--- src/rtl/seq_mag_comparator_pkg.sv ---
`default_nettype none
// ============================================================================
// Module      : seq_mag_comparator_pkg
// Description : Shared types, result encodings and sizing helpers for the
//               sequential magnitude comparator.
// Revision    : 1.0 - initial release
// ============================================================================
package seq_mag_comparator_pkg;

  // Controller states
  typedef enum logic [1:0] {
    ST_IDLE = 2'd0,
    ST_CMP  = 2'd1,
    ST_DONE = 2'd2
  } state_e;

  // Result encodings, packed as {eq, lt, gt}
  localparam logic [2:0] RES_NONE = 3'b000;
  localparam logic [2:0] RES_EQ   = 3'b100;
  localparam logic [2:0] RES_LT   = 3'b010;
  localparam logic [2:0] RES_GT   = 3'b001;

  // Number of slices an operand is split into
  function automatic int calc_nslice(input int width, input int slice);
    return width / slice;
  endfunction

  // Width of the slice index counter; never narrower than one bit
  function automatic int calc_idx_w(input int nslice);
    return (nslice <= 1) ? 1 : $clog2(nslice);
  endfunction

endpackage : seq_mag_comparator_pkg
`default_nettype wire

--- src/rtl/seq_mag_comparator_cmp_slice.sv ---
`default_nettype none
// ============================================================================
// Module      : seq_mag_comparator_cmp_slice
// Description : Combinational SLICE-bit compare. For the top slice of a
//               signed compare both MSBs are inverted, which maps two's
//               complement ordering onto unsigned ordering.
// Revision    : 1.0 - initial release
// ============================================================================
module seq_mag_comparator_cmp_slice #(
  parameter int SLICE = 4
) (
  input  logic [SLICE-1:0] sa,
  input  logic [SLICE-1:0] sb,
  input  logic             signed_top,
  output logic             s_eq,
  output logic             s_lt
);

  logic [SLICE-1:0] w_msb_mask;
  logic [SLICE-1:0] w_ua;
  logic [SLICE-1:0] w_ub;

  // Mask selecting only the slice MSB when this is the signed top slice
  always_comb begin
    w_msb_mask            = '0;
    w_msb_mask[SLICE-1]   = signed_top;
  end

  assign w_ua = sa ^ w_msb_mask;
  assign w_ub = sb ^ w_msb_mask;

  assign s_eq = (sa == sb);
  assign s_lt = (w_ua < w_ub);

endmodule : seq_mag_comparator_cmp_slice
`default_nettype wire

--- src/rtl/seq_mag_comparator.sv ---
`default_nettype none
// ============================================================================
// Module      : seq_mag_comparator
// Description : Multi-cycle eq/lt/gt comparator, MS slice first, with
//               start/busy/done handshake and optional early exit.
// Revision    : 1.0 - initial release
// ============================================================================
module seq_mag_comparator
  import seq_mag_comparator_pkg::*;
#(
  parameter int WIDTH      = 8,
  parameter int SLICE      = 4,
  parameter int EARLY_EXIT = 1
) (
  input  logic             clk,
  input  logic             reset_b,
  input  logic             start,
  input  logic             is_signed,
  input  logic [WIDTH-1:0] a,
  input  logic [WIDTH-1:0] b,
  output logic             busy,
  output logic             done,
  output logic             eq,
  output logic             lt,
  output logic             gt
);

  localparam int NSLICE = calc_nslice(WIDTH, SLICE);
  localparam int IDXW   = calc_idx_w(NSLICE);
  localparam logic [IDXW-1:0] C_TOP_IDX = IDXW'(NSLICE - 1);
  localparam logic [IDXW-1:0] C_IDX_ONE = IDXW'(1);

  state_e           state_q, state_d;
  logic [WIDTH-1:0] a_q, a_d;
  logic [WIDTH-1:0] b_q, b_d;
  logic             signed_q, signed_d;
  logic [IDXW-1:0]  idx_q, idx_d;
  logic             decided_q, decided_d;
  logic             dec_lt_q, dec_lt_d;
  logic [2:0]       res_q, res_d;

  logic [SLICE-1:0] w_sa;
  logic [SLICE-1:0] w_sb;
  logic             w_signed_top;
  logic             w_s_eq;
  logic             w_s_lt;
  logic             w_diff;

  // Select the slice addressed by the index from both latched operands
  always_comb begin
    w_sa = '0;
    w_sb = '0;
    for (int i = 0; i < NSLICE; i++) begin
      if (idx_q == i[IDXW-1:0]) begin
        w_sa = a_q[i*SLICE +: SLICE];
        w_sb = b_q[i*SLICE +: SLICE];
      end
    end
  end

  assign w_signed_top = signed_q & (idx_q == C_TOP_IDX);

  seq_mag_comparator_cmp_slice #(
    .SLICE (SLICE)
  ) u_cmp_slice (
    .sa         (w_sa),
    .sb         (w_sb),
    .signed_top (w_signed_top),
    .s_eq       (w_s_eq),
    .s_lt       (w_s_lt)
  );

  // A difference only counts while no earlier (more significant) slice decided
  assign w_diff = ~decided_q & ~w_s_eq;

  // Next-state, operand latch and result decision
  always_comb begin
    state_d   = state_q;
    a_d       = a_q;
    b_d       = b_q;
    signed_d  = signed_q;
    idx_d     = idx_q;
    decided_d = decided_q;
    dec_lt_d  = dec_lt_q;
    res_d     = res_q;
    case (state_q)
      ST_IDLE, ST_DONE: begin
        if (start) begin
          a_d       = a;
          b_d       = b;
          signed_d  = is_signed;
          idx_d     = C_TOP_IDX;
          decided_d = 1'b0;
          dec_lt_d  = 1'b0;
          state_d   = ST_CMP;
        end else begin
          state_d   = ST_IDLE;
        end
      end
      ST_CMP: begin
        if (w_diff && (EARLY_EXIT != 0)) begin
          res_d   = w_s_lt ? RES_LT : RES_GT;
          state_d = ST_DONE;
        end else begin
          if (w_diff) begin
            decided_d = 1'b1;
            dec_lt_d  = w_s_lt;
          end
          if (idx_q == '0) begin
            if (decided_d) begin
              res_d = dec_lt_d ? RES_LT : RES_GT;
            end else begin
              res_d = RES_EQ;
            end
            state_d = ST_DONE;
          end else begin
            idx_d = idx_q - C_IDX_ONE;
          end
        end
      end
      default: begin
        state_d = ST_IDLE;
      end
    endcase
  end

  // State and datapath registers with asynchronous clear
  always_ff @(posedge clk or negedge reset_b) begin
    if (!reset_b) begin
      state_q   <= ST_IDLE;
      a_q       <= '0;
      b_q       <= '0;
      signed_q  <= 1'b0;
      idx_q     <= '0;
      decided_q <= 1'b0;
      dec_lt_q  <= 1'b0;
      res_q     <= RES_NONE;
    end else begin
      state_q   <= state_d;
      a_q       <= a_d;
      b_q       <= b_d;
      signed_q  <= signed_d;
      idx_q     <= idx_d;
      decided_q <= decided_d;
      dec_lt_q  <= dec_lt_d;
      res_q     <= res_d;
    end
  end

  assign busy = (state_q == ST_CMP);
  assign done = (state_q == ST_DONE);
  assign eq   = res_q[2];
  assign lt   = res_q[1];
  assign gt   = res_q[0];

endmodule : seq_mag_comparator
`default_nettype wire

--- config.mk ---
export PLATFORM = sky130hd
export DESIGN_NAME = seq_mag_comparator
export DESIGN_NICKNAME = d
export VERILOG_FILES = /design/src/rtl/seq_mag_comparator_pkg.sv /design/src/rtl/seq_mag_comparator_cmp_slice.sv /design/src/rtl/seq_mag_comparator.sv
export SDC_FILE = /design/constraint.sdc
export NUM_CORES = 1
export LEC_CHECK = 0
export BUFFER_PORTS_ARGS = -buffer_cell sky130_fd_sc_hd__clkbuf_2
export CAP_MARGIN = 10
export CORE_MARGIN = 5
export CORE_UTILIZATION = 45
export CTS_BUF_LIST = sky130_fd_sc_hd__clkbuf_16
export DETAILED_ROUTE_END_ITERATION = 10
export PLACE_DENSITY_LB_ADDON = 0.2
export SLEW_MARGIN = 20
export SYNTH_ARGS = -nofsm -noshare
export SYNTH_HDL_FRONTEND = slang
export SYNTH_SLANG_ARGS = --single-unit
--- constraint.sdc ---
create_clock -name clk -period 2.8 [get_ports clk]
set_clock_uncertainty 0.1 [all_clocks]
set_input_delay 0.84 -clock clk [delete_from_list [all_inputs] [get_ports clk]]
set_output_delay 0.84 -clock clk [all_outputs]
set_load 0.005 [all_outputs]
# == After elaboration in Yosys (flattened, before gate mapping) ==
# Cells that the tools add are included.
# W data, S select, Z words.
# totals
register_bits,25
out_inout_bits,5
word_cells,53
# classes
addsub,1
order_cmp,1
eq_ne,7
mux,24
n_bitwise,6
n_reduce_logical,6
# ops
operator,n
$mux W1,11
$mux W3,3
$mux W2,4
$mux W4,2
$xor A4 B4 Y4,2
$pmux W1 S2,3
$eq A4 B4 Y1,1
$lt A4 B4 Y1,1
$ne A2 B2 Y1 const B,2
$pmux W2 S2,1
$reduce_and A2 Y1,2
$ne A3 B2 Y1 const B,1
$reduce_and A3 Y1,1
$and A1 B1 Y1,2
$eq A2 B1 Y1 const B,1
$eq A2 B2 Y1 const B,1
$logic_not A2 Y1,1
$ne A2 B1 Y1 const B,1
$not A1 Y1,2
$reduce_bool A2 Y1,1
$reduce_or A2 Y1,1
$sub A1 B1 Y1 const B,1

# == Logic depth before layout (Yosys ltp) ==
# Gate-level depths: netlist (run 1).
# depth
word_depth,10
mapped_depth,7
depth_no_buf,7

# == Hierarchy ==
# Synthesis (run 1) repeated with hierarchy kept, for this count alone.
# hier_totals
hier_cells,88
area_unflattened_um2,1143.6
# modules_own_cells
mod,n_inst,cells_per_inst,area_each_um2,seq_area_each_um2
seq_mag_comparator,1,69,1008.5,575.6
seq_mag_comparator_cmp_slice,1,19,135.1,0.0

# == Worst setup path after synthesis (run 1) ==
# Ideal clock, no wire load.
# synth_path
path_type,register to register
start,reg idx_q
end,reg res_q[2]
arrival_time_ns,1.706
t_required_ns,2.580
slack_ns,0.875
path_stages_with_launch,7
synth_period_minus_slack_ns,1.925
path_cell_list,dfrtp_1 > buf_2 > mux2_2 > ha_1 > nand4_1 > o21ai_2 > o22a_2
# synth_via
elab_chain_len,6
word_cells_on_any_way,8
classes_between,2 x eq/ne; 3 x mux; 2 x bitwise; 1 x reduce/logical
# synth_rtl
element,line,text
start: declaration,seq_mag_comparator.sv:37,"logic [IDXW-1:0] idx_q, idx_d;"
start signal: assignment,seq_mag_comparator.sv:143,idx_q <= idx_d;
$mux W4,seq_mag_comparator.sv:54,if (idx_q == i[IDXW-1:0]) begin
$eq A4 B4 Y1,seq_mag_comparator_cmp_slice.sv:32,assign s_eq = (sa == sb);
$not A1 Y1,seq_mag_comparator.sv:74,assign w_diff = ~decided_q & ~w_s_eq;
$and A1 B1 Y1,seq_mag_comparator.sv:74,
$ne A2 B1 Y1 (no line),--,
$reduce_and A2 Y1 (no line),--,
end signal: assignment,seq_mag_comparator.sv:146,res_q <= res_d;
end: declaration,seq_mag_comparator.sv:40,"logic [2:0] res_q, res_d;"
# Parallel ways exist; a longest one is shown, timed or not.
# A chain may end at the register's enable or synchronous reset.

# == Worst setup path after layout (run 1) ==
# Ends and elaborated chain as after synthesis.

==> run metrics, run 1 <==
GR Util All Layers 11.33%; DR vias 708; Reg clk slew, reported paths about 0.05 ns; Synth top area share between 50% and 60%; fin. max-slew vios 0; Placed Cells roughly 140; post-synthesis sequential area ratio 52.33%; Starting Density roughly 46%; Sink Count 23; Setup WS pre-CTS ~0.64 ns; CP Data Arrival Time 2.25 ns; LEAKAGE between 0.6 and 0.7 nW; I/O pins 25; Net count, final 136; Max IR drop VDD 0.0005213 V; post-CTS resize count 0; post-detail-place hpwl ~1300 um; TritonCTS Buffers 3; TNS Setup 0 ns; worst reg-to-reg setup slack 0.65 ns; final hold viol count 0; RSZ-0062 raised after global routing false; Peak Freq 0.4643 GHz; synthesized flop and latch total 23; Startpoint Class flop; Hold Path Class reg -> reg; post-route ant nets 0; Crit Path Category reg -> reg; port bufs 24; die width about 59 um; Crit Path Max Fanout 14; Placed Area around 1200 sq um; DRT Pass-1 Iters 4; post-CTS setup buffer count 0; clk_lat worst skew approximately 0.25 ns; Post-route DRC 0; first-pass GRT wire length 2980 um; WL per Instance 12.01 um; Synthesized Nets approximately 110; Post-synth top flop dfrtp_1; fin util ~55%; outcome finished clean; ant diodes 0; CP required between 2 and 3 ns; Slew @ Worst Pin approximately 0.54 ns; Vias/cell between 5 and 6; die area ~3500 sq um; Hold WS around 0.38 ns; Syn-to-layout area delta 19.68%; Post-Syn Area between 1000 and 1500 sq um; wirelength, routed 1694 um; Rows 18; overall power ~1.1 mW; Power Dens Cells 860.5 nW/um^2; GRT overflow 0; Routability Congestion between 0.7 and 0.8; TritonCTS clock tree yes; DRT iter0 DRCs 8; post-layout min period about 2.2 ns; largest net degree at the start of global routing 24; root buffer cell clkbuf_16; Clock Path Buffers 2; Final setup viols 0; initial antenna violation count 0; most common cell in the netlist dfrtp_1; max cap viols 0; H-tree depth 1; vias in the first global route 734; Critical Path Sink Type flop; # hold bufs at CTS 0; cell taking the most area after synthesis dfrtp_1; Mean Syn Cell Area 12.94 sq um; Syn Inst Count 85; share of post-route cells with drive strength above 1 about 45%; ratio of final minimum period to clock period 76.91%; final std cells w/o fill between 100 and 150; Design Area, Final roughly 1300 sq um; Core Area approximately 2400 sq um; number of synthesized flops with an enable pin 0; slack of the critical path 0.6464 ns; commonest cells in the synthesized netlist 23 x dfrtp_1, 20 x mux2_2, 5 x nand2_1, 4 x ha_1; height of the chip about 60 um; Slew headroom a little under two thirds; Syn. warnings 0; Yosys cell types 24; synth top area cells dfrtp_1 52%, mux2_2 20%, ha_1 4.6%, mux2i_1 2.7%, buf_6 2.0%; fraction of registers with async set/reset between 90% and 100%
==> kinds of logic (layout without fill, tap and decap cells) <==
logic type,count (synthesis),after routing,share of synthesized area (%)
AO/OA/AOI/OAI,11,11,6.712
XOR/XNOR,4,4,3.186
adder cells (fa/ha/maj),4,4,4.551
buffers and inverters,5,31,3.185
flip-flops,23,23,52.33
multiplexers,23,23,23.21
AND/OR/NAND/NOR,15,15,6.827
==> layout make-up <==
cell class / count / area, sq um
clock buffer: 3 / 75.07
clock inverter: 1 / 3.754
fill: 209 / 1094
inverter: 2 / 7.507
multi-input combinational: 57 / 489.2
sequential: 23 / 575.6
tap: 30 / 37.54
timing repair buffer: 25 / 127.6
==> layout by cell type (no fill, tap or decap) <==
cell type   n
inv_1       3
a21oi_1     3
o21ai_0     2
mux2i_1     3
dfrtp_1    23
and2b_1     1
xnor2_1     2
nor2b_1     3
clkbuf_2   24
nor2_1      2
o21a_1      1
nand2_1     5
nor3_1      1
a21o_1      1
o22a_2      1
xor2_1      2
nand4_1     1
o31ai_1     2
ha_1        4
buf_4       1
nand3_1     1
o21ai_2     1
clkbuf_16   3
mux2_2     20
nand2b_1    1
==> power by group <==
| group | switching, mW | internal [mW] | leakage (nW) |
|---|---|---|---|
| sequential | 0.0612 | 0.418 | 0.271 |
| clock | 0.104 | 0.190 | 0.0423 |
| combinational | 0.162 | 0.198 | 0.322 |
| total | 0.327 | 0.806 | 0.635 |
==> sequential cells by signal (all words and copies together), names as in the netlist <==
register / count
a_q: 8
res_q: 3
idx_q: 1
b_q: 8
signed_q: 1
state_q: 2
==> layer usage <==
| metal | global-route usage, % | routed length (um) | vias to the layer above |
|---|---|---|---|
| li1 | - | - | 350 |
| met1 | 13.77 | 769 | 337 |
| met2 | 18.41 | 790 | 17 |
| met3 | 3.486 | 102 | 4 |
| met4 | 4.854 | 31 | 0 |
| met5 | 0 | 0 | - |
==> critical path, stage by stage, from the launching register on <==
cell     delay (ns)
dfrtp_1        0.64
mux2_2         0.40
ha_1           0.32
nand3_1        0.07
nor3_1         0.37
o22a_2         0.20
==> final timing paths <==
kind | from | endpoint | cells past startpoint
worst max register to register | idx_q | res_q[2] | 5
max in group asynchronous | reset_b | b_q[6] | 1
min in group asynchronous | reset_b | a_q[1] | 1
worst min-delay path | res_q[0] | res_q[0] | 2
worst min register to register | res_q[0] | res_q[0] | 2
worst max-delay path | idx_q | res_q[2] | 5
Note: power is estimated with default switching activity, not from simulation.
==> run 2: changes to the inputs <==
clock period = 2.2 ns   (was 2.8 ns; I/O delays follow)
==> run metrics, run 2 (synthesis gave the netlist of run 1 again) <==
Routability Congestion 0.8118 (was 0.7944); H-tree depth 1 (unchanged); Fillers 204 (was 209); TritonCTS clock tree yes (unchanged); Clock Path Buffers 2 (unchanged); GR Util All Layers 12.27% (was 11.33%); LEAKAGE 0.6395 nW (was 0.6353 nW); commonest cells after routing, fill and taps aside 24 x clkbuf_2, 23 x dfrtp_1, 20 x mux2_2 (unchanged); CP required 2.22 ns (was 2.89 ns); Max IR drop VDD 0.0006059 V (was 0.0005213 V); largest registers a_q: 8 flops, b_q: 8 flops, res_q: 3 flops (unchanged); share of post-route cells with drive strength above 1 45.54% (was 45.05%); Critical Path Sink Type flop (unchanged); post-CTS resize count 0 (unchanged); Slew headroom 62.45% (was 63.85%); root buffer cell clkbuf_16 (unchanged); ant diodes 0 (unchanged); Rows 18 (unchanged); # hold bufs at CTS 0 (unchanged); outcome finished clean (unchanged); Switch Pwr 0.4335 mW (was 0.3269 mW); Net count, final 137 (was 136); vias in the first global route 727 (was 734); I/O pins 25 (unchanged); Starting Density 45.64% (unchanged); Slew @ Worst Pin 0.5632 ns (was 0.5423 ns); P_int 1.032 mW (was 0.8058 mW); Reg clk slew, reported paths 0.06 ns (was 0.05 ns); overall power 1.466 mW (was 1.133 mW); Startpoint Class flop (unchanged); switch share 29.58% (was 28.86%); post-CTS setup buffer count 0 (unchanged); fin. max-slew vios 0 (unchanged); Crit Path Max Fanout 6 (was 14); Post-route DRC 0 (unchanged); max cap viols 0 (unchanged); GRT overflow 0 (unchanged); Hold Path Class in -> async (was reg -> reg); largest net degree at the start of global routing 24 (unchanged); DR vias 715 (was 708); slack of the critical path 0.2349 ns (was 0.6464 ns); most common cell after layout, fill and taps aside clkbuf_2 (unchanged); port bufs 24 (unchanged); RSZ-0062 raised after global routing false (unchanged); wirelength, routed 1825 um (was 1694 um); first-pass GRT wire length 3105 um (was 2980 um); post-route ant nets 0 (unchanged); Crit Path Category reg -> reg (unchanged); die width 59.44 um (unchanged); WL per Instance 12.85 um (was 12.01 um); TritonCTS Buffers 3 (unchanged); Final setup viols 0 (unchanged); post-detail-place hpwl 1380 um (was 1347 um); post-layout min period 1.965 ns (was 2.154 ns); Syn-to-layout area delta 20.36% (was 19.68%); die area 3533 sq um (unchanged); Clock Power Share 25.8% (was 26.0%); final hold viol count 0 (unchanged); CP Data Arrival Time 1.99 ns (was 2.25 ns); Setup WS pre-CTS 0.2404 ns (was 0.6387 ns); Sink Count 23 (unchanged); DRT iter0 DRCs 21 (was 8); DRT Pass-1 Iters 4 (unchanged); Reg power frac 41.1% (was 42.3%); Peak Freq 0.5089 GHz (was 0.4643 GHz); ratio of final minimum period to clock period 89.32% (was 76.91%); Comb pwr share 33.1% (was 31.8%); Power Dens Cells 1107 nW/um^2 (was 860.5 nW/um^2); Core Area 2410 sq um (unchanged); initial antenna violation count 0 (unchanged); height of the chip 59.44 um (unchanged); clk_lat worst skew 0.25 ns (about the same); Vias/cell 5.035 (was 5.021); TNS Setup 0 ns (unchanged)
[run 2: cell types whose count changed in the layout (fill, tap and decap cells not counted), sizes merged]
cell  delta
buf      +1
[run 2: layout make-up]
class | instances | area [sq um] | share of cell area, %
flip-flops and latches | 23 | 575.6 | 43.48
multi-input cells | 57 | 489.2 | 36.96
repair buffers | 26 | 135.1 | 10.21
clock buffers | 3 | 75.07 | 5.671
well taps | 30 | 37.54 | 2.836
inverters | 2 | 7.507 | 0.5671
clock inverters | 1 | 3.754 | 0.2836
[run 2: worst paths after layout]
check / end / cells past startpoint / slack [ns] / start
setup reg to reg: res_q[1] / 5 / 0.23 / idx_q
hold reg to reg: res_q[0] / 2 / 0.38 / res_q[0]
min in group clk: res_q[0] / 2 / 0.38 / res_q[0]
setup / recovery: res_q[1] / 5 / 0.23 / idx_q
hold / removal: a_q[1] / 1 / 0.29 / reset_b
max in group asynchronous: b_q[7] / 1 / 1.34 / reset_b
[run 2: metal layers]
metal | GRT usage [%] | share of wire (%)
met5 | 0 | 0
met3 | 4.357 | 7.0
met2 | 18.88 | 43
met4 | 6.796 | 2.7
met1 | 14.84 | 47
[run 2: metrics by stage]
stage / hold WS (ns) / instances / cell area, sq um / utilization (%)
6_report: 0.2872 / 142 / 1324 / 54.93
5_1_grt: 0.3509 / 142 / 1324 / 54.93
4_1_cts: 0.3043 / 142 / 1324 / 54.93
2_1_floorplan: 0.2644 / 85 / 1100 / -
3_3_place_gp: 0.3623 / 138 / 1245 / 51.66
3_5_place_dp: 0.3710 / 138 / 1245 / 51.66
[run 2: power by group through the flow]
stage               logic [mW]  clock network (mW)  registers (mW)
finish                   0.485               0.378           0.603
global route             0.548               0.401           0.618
CTS                      0.487               0.390           0.605
detailed placement       0.485                   0           0.611
global placement         0.470                   0           0.610
floorplan                0.372                   0           0.592
[run 2: critical path: stages, from the launching register on]
cell and delay (ns):
dfrtp_1 0.48, mux2_2 0.37, ha_1 0.32, nand3_1 0.08, nor3_1 0.35, o31ai_1 0.13
